`config.mk`:
```
export PLATFORM = sky130hd
export DESIGN_NAME = serial_fa_adder
export DESIGN_NICKNAME = d
export VERILOG_FILES = /design/src/rtl/serial_fa_adder.sv
export SDC_FILE = /design/constraint.sdc
export NUM_CORES = 1
export LEC_CHECK = 0
export ABC_CLOCK_PERIOD_IN_PS = 1430
export CORE_MARGIN = 4
export CORE_UTILIZATION = 48
export CTS_CLUSTER_DIAMETER = 60
export DETAILED_ROUTE_END_ITERATION = 12
export DONT_BUFFER_PORTS = 1
export HOLD_SLACK_MARGIN = 0.03
export MAX_ROUTING_LAYER = met4
export PLACE_DENSITY = 0.74
export SLEW_MARGIN = 40
export SYNTH_ARGS = -nofsm -noshare
export SYNTH_HDL_FRONTEND = slang
export SYNTH_SLANG_ARGS = --single-unit
```
`constraint.sdc`:
```
create_clock -name clk -period 1.43 [get_ports clk]
set_clock_uncertainty 0.15 [all_clocks]
set_input_delay 0.286 -clock clk [delete_from_list [all_inputs] [get_ports clk]]
set_output_delay 0.286 -clock clk [all_outputs]
set_load 0.05 [all_outputs]
```
`src/rtl/serial_fa_adder.sv`:
```
// Bit-serial adder: one full-adder cell and a carry flop process WIDTH bits LSB-first.
// Define SERIAL_FA_ADD_SUB_EN to add a 'sub' input selecting a-b instead of a+b+cin.
module serial_fa_adder #(
    parameter int unsigned WIDTH = 8,
    parameter int unsigned CNT_W = $clog2(WIDTH)
) (
    input  logic             clk,
    input  logic             rst_n,
    input  logic             start,
    input  logic [WIDTH-1:0] a,
    input  logic [WIDTH-1:0] b,
    input  logic             cin,
`ifdef SERIAL_FA_ADD_SUB_EN
    input  logic             sub,
`endif
    output logic             busy,
    output logic             done,
    output logic [WIDTH-1:0] sum,
    output logic             cout
);

    typedef enum logic [1:0] {
        IDLE = 2'd0,
        RUN  = 2'd1,
        DONE = 2'd2
    } state_t;

    localparam logic [CNT_W-1:0] LAST_BIT = CNT_W'(WIDTH - 1);

    state_t           state;
    state_t           state_nx;
    logic [WIDTH-1:0] a_sr;
    logic [WIDTH-1:0] b_sr;
    logic [WIDTH-2:0] res_sr;
    logic [WIDTH-1:0] res_nx;
    logic [CNT_W-1:0] cnt;
    logic             carry;
    logic             fa_s;
    logic             fa_c;
    logic             accept;
    logic             last;
    logic [WIDTH-1:0] b_load;
    logic             c_load;

`ifdef SERIAL_FA_ADD_SUB_EN
    // Subtraction is a + ~b + 1; the forced carry-in replaces cin.
    assign b_load = sub ? ~b : b;
    assign c_load = sub ? 1'b1 : cin;
`else
    assign b_load = b;
    assign c_load = cin;
`endif

    assign fa_s   = a_sr[0] ^ b_sr[0] ^ carry;
    assign fa_c   = (a_sr[0] & b_sr[0]) | (a_sr[0] & carry) | (b_sr[0] & carry);
    assign res_nx = {fa_s, res_sr};

    assign busy = (state == RUN);
    assign done = (state == DONE);

    always_ff @(posedge clk) begin
        if (!rst_n) begin
            state <= IDLE;
        end else begin
            state <= state_nx;
        end
    end

    always_comb begin
        state_nx = state;
        accept   = 1'b0;
        last     = 1'b0;
        case (state)
            IDLE: begin
                if (start) begin
                    accept   = 1'b1;
                    state_nx = RUN;
                end
            end
            RUN: begin
                if (cnt == LAST_BIT) begin
                    last     = 1'b1;
                    state_nx = DONE;
                end
            end
            DONE: begin
                if (start) begin
                    accept   = 1'b1;
                    state_nx = RUN;
                end else begin
                    state_nx = IDLE;
                end
            end
            default: state_nx = IDLE;
        endcase
    end

    always_ff @(posedge clk) begin
        if (!rst_n) begin
            a_sr   <= '0;
            b_sr   <= '0;
            res_sr <= '0;
            cnt    <= '0;
            carry  <= 1'b0;
            sum    <= '0;
            cout   <= 1'b0;
        end else if (accept) begin
            a_sr  <= a;
            b_sr  <= b_load;
            carry <= c_load;
            cnt   <= '0;
        end else if (state == RUN) begin
            a_sr   <= a_sr >> 1;
            b_sr   <= b_sr >> 1;
            carry  <= fa_c;
            res_sr <= res_nx[WIDTH-1:1];
            cnt    <= cnt + 1'b1;
            // Outputs move only on the edge that enters DONE, so they hold between results.
            if (last) begin
                sum  <= res_nx;
                cout <= fa_c;
            end
        end
    end

endmodule
```
## Word level (Yosys, flattened, before mapping)

Index checks and enable logic that the tools add are counted.

| word-level totals | value |
|---|---|
| bits of input ports | 20 |
| bits in registers | 38 |

| cells by class | value |
|---|---|
| bitwise operators | 9 |
| $add $sub $neg | 1 |
| reductions and logical operators | 7 |
| multiplexer cells | 14 |
| eq/ne operators | 5 |

Operators by type and width:

| operator | number |
|---|---|
| 2-to-1 mux 8 bit | 4 |
| 2-to-1 mux 1 bit | 7 |
| case mux 2 bit (3 select lines) | 1 |
| 2-to-1 mux 2 bit | 2 |
| AND reduction 2 bit | 2 |
| OR reduction 2 bit | 2 |
| adder 3 x 1 -> 3 bit (second input constant) | 1 |
| AND 1 bit | 3 |
| equality test 3 bit (second input constant) | 1 |
| AND reduction 3 bit | 1 |
| equality test 2 x 1 -> 1 bit (second input constant) | 1 |
| equality test 2 bit (second input constant) | 1 |
| zero test 2 bit | 1 |
| inequality test 2 x 1 -> 1 bit (second input constant) | 1 |
| inequality test 2 bit (second input constant) | 1 |
| NOT 1 bit | 2 |
| OR 1 bit | 2 |
| nonzero test 2 bit | 1 |
| XOR 1 bit | 2 |

## Depth between registers and ports, before layout

Gate-level depths: netlist (run 1).

| depth | value |
|---|---|
| depth after elaboration | 5 |
| mapped depth | 6 |
| mapped depth without buffers | 5 |

## Worst setup path before layout (run 1)

OpenSTA, ideal clock, no wires.

| timing | value |
|---|---|
| path type | reg2out |
| start | register state[1] |
| end | output done |
| path slack | -29 ps |
| stages on the path, launching flop included | 2 |
| data arrival time | 1,023 ps |
| cells stage by stage | dfxtp_1 -> nor2b_1 |

| on the way | value |
|---|---|
| word-level cells in the longest chain between the ends | 1 |

RTL lines:

| element | line | RTL |
|---|---|---|
| start: declaration | 30 | `state_t state;` |
| start signal: assignment | 65 | `state <= state_nx;` |
| equality test 2 bit | 59 | `assign done = (state == DONE);` |
| end: declaration | 17 | `output logic done,` |

No other way between the ends.

## Worst setup path in the final report (run 1)

| timing | value |
|---|---|
| start | register state[1] |
| end | output busy |

| on the way | value |
|---|---|
| word-level cells in the longest chain between the ends | 1 |

RTL lines:

| element | line | RTL |
|---|---|---|
| equality test 2 x 1 -> 1 bit | 58 | `assign busy = (state == RUN);` |
| end: declaration | 16 | `output logic busy,` |

No other way between the ends.

==> results of run 1 <==
per-stage QoR:
step	instance area (µm²)	instances
after floorplan	1580	181
after global placement	1670	227
after detailed placement	1670	227
after CTS	1780	239
after global routing	1820	240
final	1820	240
layer usage:
metal | up-vias | share of wire | wire (µm) | GRT usage
met4 | 0 | 0.0083 | 26 | 0.0544
met1 | 595 | 0.44 | 1390 | 0.170
li1 | 648 | - | - | -
met3 | 4 | 0.040 | 127 | 0.0427
met2 | 28 | 0.51 | 1600 | 0.290
met5 | - | 0 | 0 | -
registers in the layout (all words and copies together), names as in the netlist:
signal,cells
sum,8
cout,1
res_sr,7
state,2
cnt,3
a_sr,8
b_sr,8
carry,1
kinds of logic (layout without fill, tap and decap cells):
kind of cell	after synthesis	after routing	share of synthesized area
buf+inv	16	31	0.0739
fa+ha+maj	3	3	0.0286
xor+xnor	1	1	0.00557
flops	38	38	0.483
simple gates	78	78	0.212
compound gates	45	45	0.196
placed cells by master, fill, tap and decap left out, types with 2 or more instances in the layout:
cell type  instances
a21boi_0           3
nand2_1           46
a21boi_1          16
buf_8              2
nand3_1           12
buf_4             15
a21oi_1            3
buf_6              4
nor2_1             7
dfxtp_2            4
clkbuf_4           5
a22oi_1            2
nor3_1             5
a31oi_1            7
o21ai_0            7
dfxtp_1           34
o221ai_1           6
ha_2               2
worst reg2reg max path, stage by stage, from the launching register on:
cell and delay (ns):
dfxtp_2 0.35, nand2b_4 0.16, inv_8 0.04, buf_4 0.17
buf_6 0.15, a22oi_1 0.17, a21boi_0 0.10
power by group through the flow:
stage	registers (W)	logic [W]	clock network [W]
4_1_cts	0.00114	0.000224	0.000588
6_report	0.00114	0.000237	0.000579
2_1_floorplan	0.00116	0.000192	0
3_5_place_dp	0.00116	0.000209	0
3_3_place_gp	0.00116	0.000204	0
5_1_grt	0.00115	0.000264	0.000650
final cells by class:
type,count,share of cell area
sequential,38,0.421
multi-input combinational,127,0.395
timing repair buffer,22,0.114
clock buffer,7,0.0303
tap,44,0.0303
inverter,1,0.00620
clock inverter,1,0.00275
how the worst max path moves through the flow:
stage          startpoint  endpoint  slack (ns)  cells after the start
6_report         state[1]      busy       -0.05                      3
5_1_grt          state[1]      busy       -0.09                      3
4_1_cts          state[1]      busy       -0.05                      3
3_5_place_dp       cnt[0]    sum[4]       -0.04                      5
3_3_place_gp       cnt[0]    sum[6]        0.03                      5
2_1_floorplan      cnt[0]    sum[3]         0.1                      5
timing repair:
action                     4_1_cts  5_1_grt
hold endpoints to repair        38       38
setup endpoints to repair       12       17
gates resized for setup          8       14
setup buffers                    4        1
pin swaps                        0        3
==> flow_summary.toml, run 1 <==
[synthesis]
yosysSeqAreaShare = 0.483
yosys_warnings = 0
synth_area_mm2 = 0.00157
synth_nets = 204
synth_top_area_share = 0.483
postSynth.asyncResetShare = 0
synth_most_common_cell = "nand2_1"
synth_cell_types = 26
synth_edf_count = 0
synthFlopType = "dfxtp_1"
avgSynthCellArea_um2 = 8.70
synthCells = 181
ys_ff_latch = 38
synth_commonest_cells = "nand2_1, dfxtp_1, a21boi_1, nand3_1, o21ai_0"
yosysTopAreaCell = "dfxtp_1"
synthTopCellsByArea = "dfxtp_1, nand2_1, a21boi_1"

[clocking]
cts_htree_levels = 2
cts_sinks = 38
cts_tree = "yes"
insertion_delay_ns = 0.33
cts_made_buffers = 5
clkTransAtPathRegs_ns = 0.11
root_buffer = "clkbuf_4"
ctsLongestPathBuffers = 2

[timing]
layout_min_cycle_time_ns = 1.48
worst_slack_ns = -0.0457
slew_headroom = 0.813
finalHoldViolations = 38
setup-violations-final = 1
rsz0062_at_grt = "yes"
period_share = 1.03
report.final.slew_viol_count = 0
fin_hold_ws_ns = -0.0813
worst_pin_slew_ns = 0.280
fin_tns_setup_ns = -0.0457
max_freq_ghz = 0.678

[placed_design]
gp_congestion = 0.731
hpwlAfterDp_um = 2140
pre_cts_slack_ns = -0.0427
io_buffer_count = 0

[floorplanning]
start_util = 0.507
die_y_um = 65.3
rows = 20
core_area_mm2 = 0.00310
ios = 31
die_area_mm2 = 0.00426
die_w_um = 65.3

[cells_and_area]
regArea_um2 = 766
syn_to_final_growth_pct = 15.4
fin_util = 0.585
nets = 218
multi_input_area_um2 = 717
layout-drive-gt1-share = 0.199
fill_cells = 294
num_antenna_cells = 0

[critical_path]
crit_fanout = 3
path_delay_family = "flip-flops"
crit_path_end_kind = "primary output"
cp_cell_sequence = "nand2b_4, inv_8, buf_8"
reg2reg_from = "state[1]"
ff2ff_path_depth = 6
worstSetupPathType = "register to primary output"
reg2reg_setup_slack_ns = 0.04
cp.required_ns = 0.99
crit_buf_inv = 2
worstSetupStartpointType = "register"
max_stage_delay_ns = 0.34
cp_slowest_cell = "dfxtp_2"
reg2reg_to = "a_sr[0]"
critPathArrivalTime_ns = 1.04

[power]
ir_worst_vdd_mv = 0.722
p_per_area_mw_per_mm2 = 1080
power_w = 0.00196
seq_power_share = 0.583
power_frac_clock = 0.296
intPower_w = 0.00146
p_comb_frac = 0.121
p_sw_frac = 0.256
power.leakage_nw = 0.670
p_sw_w = 0.000502

[grt]
grt_pass1_vias = 1271
grt_max_degree = 37
grt_usage = 0.161
gr-total-overflow = 0
grt_pass1_wl_um = 5260
grt_antenna_before_repair = 0

[run_status]
violations = "hold timing, setup timing"
run_status = "finished, violations left"

[drt]
vias = 1275
drt_iter0_drc = 43
drc = 0
wl_um = 3140
drtAntennaViolNets = 0
wl_per_cell_um = 13.1
avgViaCountPerCell = 5.31
dr.pass1.iters = 4

[worst_hold_path]
whs_endpoint = "state[0]"
hold_depth = 1
hold_start = "rst_n"
worst_hold_path_type = "primary input to register"

[job]
maxCapViolCount = 0
Note: power is estimated with default switching activity, not from simulation.
==> run 2: changes to the inputs <==
--- a/config.mk
+++ b/config.mk
@@ -14,7 +14,8 @@
 export HOLD_SLACK_MARGIN = 0.03
 export MAX_ROUTING_LAYER = met4
 export PLACE_DENSITY = 0.74
-export SLEW_MARGIN = 40
+export SETUP_SLACK_MARGIN = 0.02
+export SLEW_MARGIN = 20
 export SYNTH_ARGS = -nofsm -noshare
 export SYNTH_HDL_FRONTEND = slang
 export SYNTH_SLANG_ARGS = --single-unit
==> constraint.sdc (replaced) <==
create_clock -name clk -period 1.43 [get_ports clk]
set_clock_uncertainty 0.15 [all_clocks]
set_input_delay 0.286 -clock clk [delete_from_list [all_inputs] [get_ports clk]]
set_output_delay 0.286 -clock clk [all_outputs]
set_load 0.01 [all_outputs]
==> run 2 against run 1 <==
Utilization rose by 5.0 points. The flow finishes with violations (setup timing). Register-to-register slack worse by 0.06 ns. Flip-flop and latch count is the same. First-iteration DRC count is 30% higher. Clock power grew 3%. Global-route usage increased by 3.5 points. Non-clock buffer count grew 6. Combinational power grew 30%.
==> flow_summary.toml, run 2 (same netlist as run 1, synthesis figures left out) <==
[drt]
dr.pass1.iters = 4
vias = 1365
wl_um = 3910
wl_per_cell_um = 15.7
drc = 0
avgViaCountPerCell = 5.48
drtAntennaViolNets = 0
drt_iter0_drc = 56

[floorplanning]
die_y_um = 65.3
start_util = 0.507
die_area_mm2 = 0.00426
core_area_mm2 = 0.00310
rows = 20
die_w_um = 65.3
ios = 31

[critical_path]
cp.required_ns = 1.56
worstSetupStartpointType = "register"
crit_path_end_kind = "register"
crit_fanout = 9
critPathArrivalTime_ns = 1.58
worstSetupPathType = "register to register"
cp-startpoint = "state[1]"
crit_buf_inv = 2
reg2reg_from = "state[1]"
cp_cell_sequence = "nand2b_4, buf_4, buf_4, nand2_1, a31oi_1"
max_stage_delay_ns = 0.37
cpMostUsedCell = "buf_4"
path_delay_family = "flip-flops"
cp_slowest_cell = "dfxtp_2"

[timing]
slew_headroom = 0.853
rsz0062_at_grt = "yes"
worst_slack_ns = -0.0185
report.final.slew_viol_count = 0
fin_hold_ws_ns = 0.0112
worst_pin_slew_ns = 0.218
layout_min_cycle_time_ns = 1.45
fin_tns_setup_ns = -0.0463
finalHoldViolations = 0
setup-violations-final = 4
period_share = 1.01
max_freq_ghz = 0.690

[clocking]
insertion_delay_ns = 0.36
ctsLongestPathBuffers = 2
cts_tree = "yes"
cts_htree_levels = 2
clkTransAtPathRegs_ns = 0.13
cts_sinks = 38
cts_made_buffers = 5
root_buffer = "clkbuf_4"

[grt]
gr-total-overflow = 0
grt_antenna_before_repair = 0
grt_pass1_vias = 1280
busiest_layer = "met2"
grt_util_met3 = 0.0632
grtUsageMet1 = 0.225
grt_usage = 0.195
grt_max_degree = 37
use_met2 = 0.315
grt_pass1_wl_um = 6150

[power]
power.leakage_nw = 0.700
ir_worst_vdd_mv = 0.623
power_w = 0.00205
p_per_area_mw_per_mm2 = 1040

[cells_and_area]
final_common_cell = "nand2_1"
fill_cells = 272
design_area_mm2 = 0.00197
reg.largest.list = "a_sr: 8 flops, b_sr: 8 flops, sum: 8 flops"
syn_to_final_growth_pct = 25.3
fin_util = 0.635
num_antenna_cells = 0
nets = 227
final_cell_mix = "nand2_1, dfxtp_1, a21boi_1, dlygate4sd3_1, nand3_1"
layout-drive-gt1-share = 0.171

[placed_design]
io_buffer_count = 0
gp_congestion = 0.726
hpwlAfterDp_um = 2230
place_area_mm2 = 0.00159

[run_status]
violations = "setup timing"
run_status = "finished, violations left"

[worst_hold_path]
worst_hold_path_type = "primary input to register"
hold_start = "b[0]"

[job]
maxCapViolCount = 0
## run 2: cell types whose count changed in the layout (fill, tap and decap cells not counted), sizes merged
cell | before | now
buf | 22 | 13
inv | 1 | 4
dlygate4sd3 | 0 | 15
## run 2: metal layers
| layer | part of all wire | vias to the layer above |
|---|---|---|
| met2 | 0.53 | 34 |
| met1 | 0.39 | 654 |
| met5 | 0 | - |
| met3 | 0.054 | 10 |
| li1 | - | 667 |
| met4 | 0.020 | 0 |
## run 2: cell type report
cell class                 instances  area (µm²)  share of cell area
clock buffer                       7        55.1              0.0279
clock inverter                     1        5.00             0.00254
inverter                           1        20.0              0.0102
multi-input combinational        127         759               0.385
sequential                        38         767               0.389
tap                               44        55.1              0.0279
timing repair buffer              28         284               0.144
timing repair inverter             3        26.3              0.0133
## run 2: what timing repair did
action / in CTS / in global routing
setup buffers: 4 / 1
cloned: 2 / 1
endpoints found under the hold margin: 38 / 38
gates resized for setup: 11 / 14
pin swaps: 1 / 3
endpoints found under the setup margin: 11 / 37
## run 2: worst register-to-register path: cells and delay by family (launching register included)
| family | cells | cell delay (ns) |
|---|---|---|
| AO/OA/AOI/OAI | 1 | 0.19 |
| AND/OR/NAND/NOR | 2 | 0.29 |
| buffers and inverters | 2 | 0.37 |
| flip-flops | 1 | 0.37 |
## run 2: final timing paths
path,to,slack [ns],cells after the start
worst min register to register,res_sr[2],0.32,2
worst min-delay path,b_sr[0],0.01,2
worst max register to register,b_sr[6],-0.02,5
worst max-delay path,b_sr[6],-0.02,5
## run 2: report_power, final
group	internal, W	total, W	switching (W)
clock	0.000238	0.000597	0.000359
sequential	0.00111	0.00114	0.0000346
combinational	0.000141	0.000307	0.000166
total	0.00149	0.00205	0.000559
## run 2: per-stage QoR
step,cells,worst slack [ns]
after floorplan,181,0.110
after global placement,217,0.0320
after detailed placement,217,-0.0655
after CTS,231,0.00497
after global routing,249,-0.0852
final,249,-0.0185
==> run 3: changes to the inputs <==
--- a/config.mk
+++ b/config.mk
@@ -7,13 +7,13 @@
 export LEC_CHECK = 0
 export ABC_CLOCK_PERIOD_IN_PS = 1430
 export CORE_MARGIN = 4
-export CORE_UTILIZATION = 48
+export CORE_UTILIZATION = 30
 export CTS_CLUSTER_DIAMETER = 60
 export DETAILED_ROUTE_END_ITERATION = 12
 export DONT_BUFFER_PORTS = 1
 export HOLD_SLACK_MARGIN = 0.03
 export MAX_ROUTING_LAYER = met4
-export PLACE_DENSITY = 0.74
+export PLACE_DENSITY = 0.55
 export SETUP_SLACK_MARGIN = 0.02
 export SLEW_MARGIN = 20
 export SYNTH_ARGS = -nofsm -noshare
==> run 3 against run 2 <==
The flow now finishes without violations. Utilization decreased by 25 points. First-iteration DRC count fell by 27%. Routed wire length decreased by 4.5%. Non-clock buffer count fell by 11. Critical path depth is 1 higher. Cell area rose by 0.25%. Clock power grew 43%. Die area is 52% higher. Largest power group unchanged.
==> flow_summary.toml, run 3 (same netlist as run 1, synthesis figures left out) <==
[run_status]
run_status = "complete, no violations"

[worst_hold_path]
hold_depth = 2
worst_hold_path_type = "primary input to register"
hold_start = "a[6]"
whs_endpoint = "a_sr[6]"

[power]
ir_worst_vdd_mv = 0.595
p_per_area_mw_per_mm2 = 1140
power.leakage_nw = 0.695

[placed_design]
gp_congestion = 0.731
hpwlAfterDp_um = 2200
io_buffer_count = 0
pre_cts_slack_ns = -0.0716

[critical_path]
worstSetupStartpointType = "register"
cp.required_ns = 1.50
max_stage_delay_ns = 0.34
cpMostUsedCell = "ha_4"
crit_path_end_kind = "register"
reg2reg_setup_slack_ns = 0.005
ff2ff_path_depth = 6
crit_buf_inv = 1
cp_cell_sequence = "ha_4, ha_4, nand3b_1, clkbuf_16, nand2_2, a21boi_1"
cp_slowest_cell = "dfxtp_2"
reg2reg_from = "cnt[0]"
worstSetupPathType = "register to register"
critPathArrivalTime_ns = 1.49
reg2reg_to = "sum[0]"
path_delay_family = "flip-flops"
crit_fanout = 4

[cells_and_area]
reg.largest.list = "a_sr: 8 flops, b_sr: 8 flops, sum: 8 flops"
layout-drive-gt1-share = 0.247
final_cell_mix = "nand2_1, dfxtp_1, nand3_1, a21boi_1, buf_4"
final_common_cell = "nand2_1"
num_antenna_cells = 0
nets = 216
syn_to_final_growth_pct = 25.6

[timing]
layout_min_cycle_time_ns = 1.42
worst_slack_ns = 0.00549
period_share = 0.996
worst_pin_slew_ns = 0.244
max_freq_ghz = 0.702
rsz0062_at_grt = "yes"
slew_headroom = 0.837
setup-violations-final = 0
finalHoldViolations = 0
fin_tns_setup_ns = 0
report.final.slew_viol_count = 0

[grt]
grt_pass1_wl_um = 5930
grt_antenna_before_repair = 0
use_met2 = 0.182
grt_util_met3 = 0.0448
grt_max_degree = 37
busiest_layer = "met2"
gr-total-overflow = 0
grtUsageMet1 = 0.154
grt_pass1_vias = 1261
grt_usage = 0.123

[clocking]
ctsLongestPathBuffers = 2
clkTransAtPathRegs_ns = 0.07
root_buffer = "clkbuf_8"
insertion_delay_ns = 0.28
cts_tree = "yes"
cts_sinks = 38
cts_htree_levels = 2
cts_made_buffers = 5

[drt]
dr.pass1.iters = 4
avgViaCountPerCell = 4.92
wl_per_cell_um = 14.1
wl_um = 3740
drc = 0
vias = 1299
drt_iter0_drc = 41
drtAntennaViolNets = 0

[floorplanning]
core_area_mm2 = 0.00511
start_util = 0.308
rows = 26
ios = 31
die_y_um = 80.4
die_w_um = 80.4
die_area_mm2 = 0.00647

[job]
maxCapViolCount = 0
## run 3: per-layer routing
metal  part of all wire  routed length (µm)  vias to the layer above
met1               0.46                1710                      621
met2               0.48                1780                       30
li1                   -                   -                      646
met3              0.058                 217                        2
met4             0.0062                  23                        0
met5                  0                   0                        -
## run 3: through the flow
stage / cell area (µm²) / total power [W] / hold WS (ns) / std cells / utilization
final: 1980 / 0.00226 / 0.0535 / 264 / 0.387
after global routing: 1980 / 0.00238 / 0.0569 / 264 / 0.387
after CTS: 1790 / 0.00223 / -0.0415 / 254 / 0.350
after detailed placement: 1630 / 0.00136 / 0.265 / 244 / 0.319
after global placement: 1630 / 0.00136 / 0.264 / 244 / 0.319
after floorplan: 1570 / 0.00134 / 0.267 / 181 / -
## run 3: cell type report
| cell class | count | area [µm²] |
|---|---|---|
| fill | 552 | 3130 |
| multi-input combinational | 127 | 781 |
| sequential | 38 | 764 |
| timing repair buffer | 17 | 188 |
| clock buffer | 8 | 110 |
| tap | 70 | 87.6 |
| timing repair inverter | 3 | 26.3 |
| inverter | 1 | 20.0 |
## run 3: worst max-delay path by stage
| stage | depth (start not counted) | slack, ns | endpoint | from |
|---|---|---|---|---|
| 3_3_place_gp | 5 | -0.01 | sum[5] | cnt[0] |
| 5_1_grt | 6 | -0.05 | cout | cnt[0] |
| 4_1_cts | 2 | 0.02 | busy | state[1] |
| 2_1_floorplan | 5 | 0.11 | sum[3] | cnt[0] |
| 6_report | 6 | 0.005 | sum[0] | cnt[0] |
| 3_5_place_dp | 5 | -0.07 | sum[3] | cnt[0] |
## run 3: repair_timing
action / 4_1_cts / 5_1_grt
buffers inserted: 1 / 4
setup endpoints to repair: 11 / 17
endpoints found under the hold margin: 38 / 37
pin swaps: 1 / 11
resized for setup: 6 / 28
gates cloned: 1 / 3
## run 3: worst register-to-register path, stage by stage, from the launching register on
cell	delay (ns)
dfxtp_2	0.34
ha_4	0.16
ha_4	0.15
nand3b_1	0.20
clkbuf_16	0.20
nand2_2	0.04
a21boi_1	0.12
## run 3: power breakdown
part           total, W  switching (W)  internal, W
sequential      0.00114      0.0000300      0.00111
combinational  0.000266       0.000153     0.000113
clock          0.000852       0.000365     0.000487
total           0.00226       0.000548      0.00171
==> patch 1 (config.mk and constraints of run 1) <==
Re-encode `state_t` (3 states) as one-hot, 3 bits wide.
--- a/src/rtl/serial_fa_adder.sv
+++ b/src/rtl/serial_fa_adder.sv
@@ -19,10 +19,10 @@
     output logic             cout
 );
 
-    typedef enum logic [1:0] {
-        IDLE = 2'd0,
-        RUN  = 2'd1,
-        DONE = 2'd2
+    typedef enum logic [2:0] {
+        IDLE = 3'b001,
+        RUN  = 3'b010,
+        DONE = 3'b100
     } state_t;
 
     localparam logic [CNT_W-1:0] LAST_BIT = CNT_W'(WIDTH - 1);
Check against the original RTL: same outputs for any inputs over 10 cycles, from zero or initial values and one cycle with rst_n low; not proved beyond that.
==> patch 1 against run 1 <==
  * The flow finishes with violations (setup timing)
  * Clock power grew 11%
  * Non-clock buffer count grew 8
  * Final area grew 17%
  * Combinational power grew 16%
  * Synthesized area grew 8.7%
  * Synthesized cell count grew 10%
  * Sequential cell count grew 1
  * Wire length grew 24%
  * Power grew 6.6%
  * Cell count grew 13%
  * Setup slack lost 210 ps
==> patch 1: results (changes against run 1) <==
outcome:
  status: "finished, violations left"
  violations: "setup timing"
synthesis:
  synth_xor_area_frac: 0.0198  # +0.0142
  avgSynthCellArea_um2: 8.55  # -1.7%
  yosys-top-cells-count: "67 x nand2_1, 39 x dfxtp_1, 22 x a21oi_1, 15 x nor3_1, 9 x a311oi_2"
  synth_fa_ha_area_frac: 0.0263  # -0.00228
  synth.distinct_cells: 30  # +15%
timing:
  hold-worst-slack_ps: 75.6  # +157 ps
  fin_ws_ps: -254  # -208 ps
  finalSetupViolCount: 33  # +32
final_layout:
  multi_input_cells: 143  # +13%
  buffer_area_frac: 0.121  # +0.00619
  multi_input_area_share: 0.424  # +0.0292
  layout.cells.non_filler: 270  # +13%
  n_fill_cell: 283  # -3.7%
  area_growth_pct: 24.4
route:
  dr_total_vias: 1441  # +13%
power:
  power.internal_mw: 1.55  # +6.3%
  pwr.group.clock_mw: 0.645  # +11%
  p_leak_nw: 0.726  # +8.4%
clock_tree:
  cts_setup_buffers: 2  # -2
  post_cts_resize_count: 24  # +16
setup_path:
  ff2ff_path_depth: 5  # -1
  r2r_start: "state[0]$_SDFFE_PN1P_"
  slowest_stage: "or3b_4"
  max_stage_delay_ps: 440  # +100 ps
global_route:
  grt_pass1_wl_mm: 6.33  # +20%
die:
  core_region_area_mm2: 0.00339  # +9.2%
place:
  dpl_worst_slack_ps: -137  # -93.8 ps
patch 1: how the worst max path moves through the flow:
stage,startpoint,end,slack (ps)
2_1_floorplan,state[2]$_SDFFE_PN0P_,carry$_SDFFE_PN0P_,-180
3_3_place_gp,state[2]$_SDFFE_PN0P_,b_sr[2]$_SDFFE_PN0P_,-110
3_5_place_dp,state[2]$_SDFFE_PN0P_,b_sr[2]$_SDFFE_PN0P_,-140
4_1_cts,state[0]$_SDFFE_PN1P_,busy,-260
5_1_grt,state[0]$_SDFFE_PN1P_,done,-300
6_report,state[0]$_SDFFE_PN1P_,busy,-250
patch 1: per-layer routing:
| metal | share of wire | up-vias | track usage |
|---|---|---|---|
| met3 | 0.050 | 4 | 0.0599 |
| met5 | 0 | - | - |
| met1 | 0.49 | 680 | 0.268 |
| li1 | - | 734 | - |
| met4 | 0.0095 | 0 | 0.0532 |
| met2 | 0.45 | 23 | 0.270 |
==> patch 2 (settings of run 1) <==
Without the edit above. The option `SERIAL_FA_ADD_SUB_EN` is turned on by a define.
--- a/src/rtl/serial_fa_adder.sv
+++ b/src/rtl/serial_fa_adder.sv
@@ -1,5 +1,7 @@
 // Bit-serial adder: one full-adder cell and a carry flop process WIDTH bits LSB-first.
 // Define SERIAL_FA_ADD_SUB_EN to add a 'sub' input selecting a-b instead of a+b+cin.
+`define SERIAL_FA_ADD_SUB_EN
+
 module serial_fa_adder #(
     parameter int unsigned WIDTH = 8,
     parameter int unsigned CNT_W = $clog2(WIDTH)
Interface: changed (added sub); port bits go from 31 to 32. The function was not compared with the original's and may differ.
==> patch 2 against run 1 <==
  * Largest power group unchanged
  * Via count grew 9.6%
  * Sequential cell count unchanged
  * Wire length is 15% higher
  * Largest cell class unchanged
  * Combinational power is 24% higher
  * Critical path depth stayed put
  * Cell count increased by 6.3%
  * The run ends with setup timing left
  * Synthesized area up 0.32%
  * Sequential power is essentially flat
  * Maximum frequency fell by 2.6%
  * First-iteration DRC count increased by 95%
  * Power rose by 22%
  * Synthesized cell count grew 2.8%
  * Final area up 11%
  * Setup slack worse by 39 ps
==> patch 2: results (changes against run 1) <==
setup_path:
  ff2ff_path_depth: 3  # -3
  setup.worst_path.end: "done"
  max_stage_delay_ps: 360  # +20 ps
  ff2ff_setup_slack_ps: -10  # -50 ps
  path_max_fanout: 2  # -1
  r2r_start: "state[0]$_SDFFE_PN0P_"
  r2r-end: "a_sr[1]$_SDFFE_PN0P_"
place:
  gp_congestion: 0.749  # +2.6%
  dpl_cell_area_mm2: 0.00165  # -0.83%
  place_inst: 229  # +0.88%
  dpl_worst_slack_ps: -34.0  # +8.74 ps
outcome:
  status: "finished, violations left"
  violations: "setup timing"
timing:
  fin_setup_tns_ps: -151  # -106 ps
  finalSetupViolCount: 3  # +2
  fin_ws_ps: -84.5  # -38.8 ps
synthesis:
  yosys-top-cells-count: "40 x nand2_1, 38 x dfxtp_1, 23 x a21oi_1, 15 x nand3_1, 11 x nor3_1"
  seq_area_frac_synth: 0.482  # -0.00153
global_route:
  grt_max_degree: 31  # -16%
  grtUsageMet2: 0.291  # +0.00126
  met3_usage: 0.0786  # +0.0359
  grt_usage: 0.196  # +0.0348
  met1_usage: 0.240  # +0.0703
power:
  ir_drop_mv: 0.920  # +27%
  p_per_area_mw_per_mm2: 1190  # +10%
  pg_comb_mw: 0.295  # +24%
  pwr-share-seq: 0.480  # -0.103
route:
  met1Wirelength_mm: 1.52  # +9.1%
  vias_per_cell: 5.48  # +3.2%
  route.met3.wl_um: 275  # +120%
  drt-initial-drc-count: 84  # +95%
  dr_total_vias: 1398  # +9.6%
  met2WireLength_mm: 1.76  # +10%
final_layout:
  final_util: 0.648  # +0.0625
  n_fill_cell: 255  # -13%
clock_tree:
  insertion_delay_ps: 350  # +20 ps
-- patch 2: cell count changes in the layout (fill, tap and decap cells not counted), moves of 4 or more --
cell and change:
a21boi_1 -16, a21oi_1 +17, dfxtp_1 -5, dfxtp_2 +4, dlygate4sd3_1 +10, nand2_1 -7
nor2_1 -4, nor3_1 +6, o221ai_1 -6, o22ai_1 +5, xor2_1 +8
-- patch 2: what timing repair did --
| action | CTS | global route |
|---|---|---|
| pin swaps | 0 | 4 |
| buffers inserted | 6 | 1 |
| endpoints found under the hold margin | 12 | 0 |
| gates resized for setup | 15 | 14 |
| cloned | 1 | 0 |
| endpoints found under the setup margin | 16 | 26 |
| hold buffers | 10 | 0 |
-- patch 2: cell type report --
type	count	share of cell area
repair inverters	1	0.00311
clock inverters	2	0.0299
clock buffers	6	0.0255
flip-flops and latches	38	0.385
repair buffers	30	0.146
inverters	2	0.00747
well taps	44	0.0274
multi-input cells	132	0.376
-- patch 2: cells by family after synthesis --
family | share of synthesized area
flops | 0.482
mux | 0.00634
simple gates | 0.207
buf+inv | 0.0674
fa+ha+maj | 0.0285
compound gates | 0.159
xor+xnor | 0.0499
-- patch 2: worst min path at each step --
| stage | from | end | slack, ps | cells after the start |
|---|---|---|---|---|
| after CTS | a[6] | a_sr[6]$_SDFFE_PN0P_ | 30 | 2 |
| after detailed placement | rst_n | a_sr[3]$_SDFFE_PN0P_ | 290 | 2 |
| after global placement | rst_n | a_sr[2]$_SDFFE_PN0P_ | 280 | 2 |
| after floorplan | rst_n | a_sr[1]$_SDFFE_PN0P_ | 270 | 2 |
| final | a[6] | a_sr[6]$_SDFFE_PN0P_ | 40 | 2 |
| after global routing | cin | carry$_SDFFE_PN0P_ | 30 | 2 |
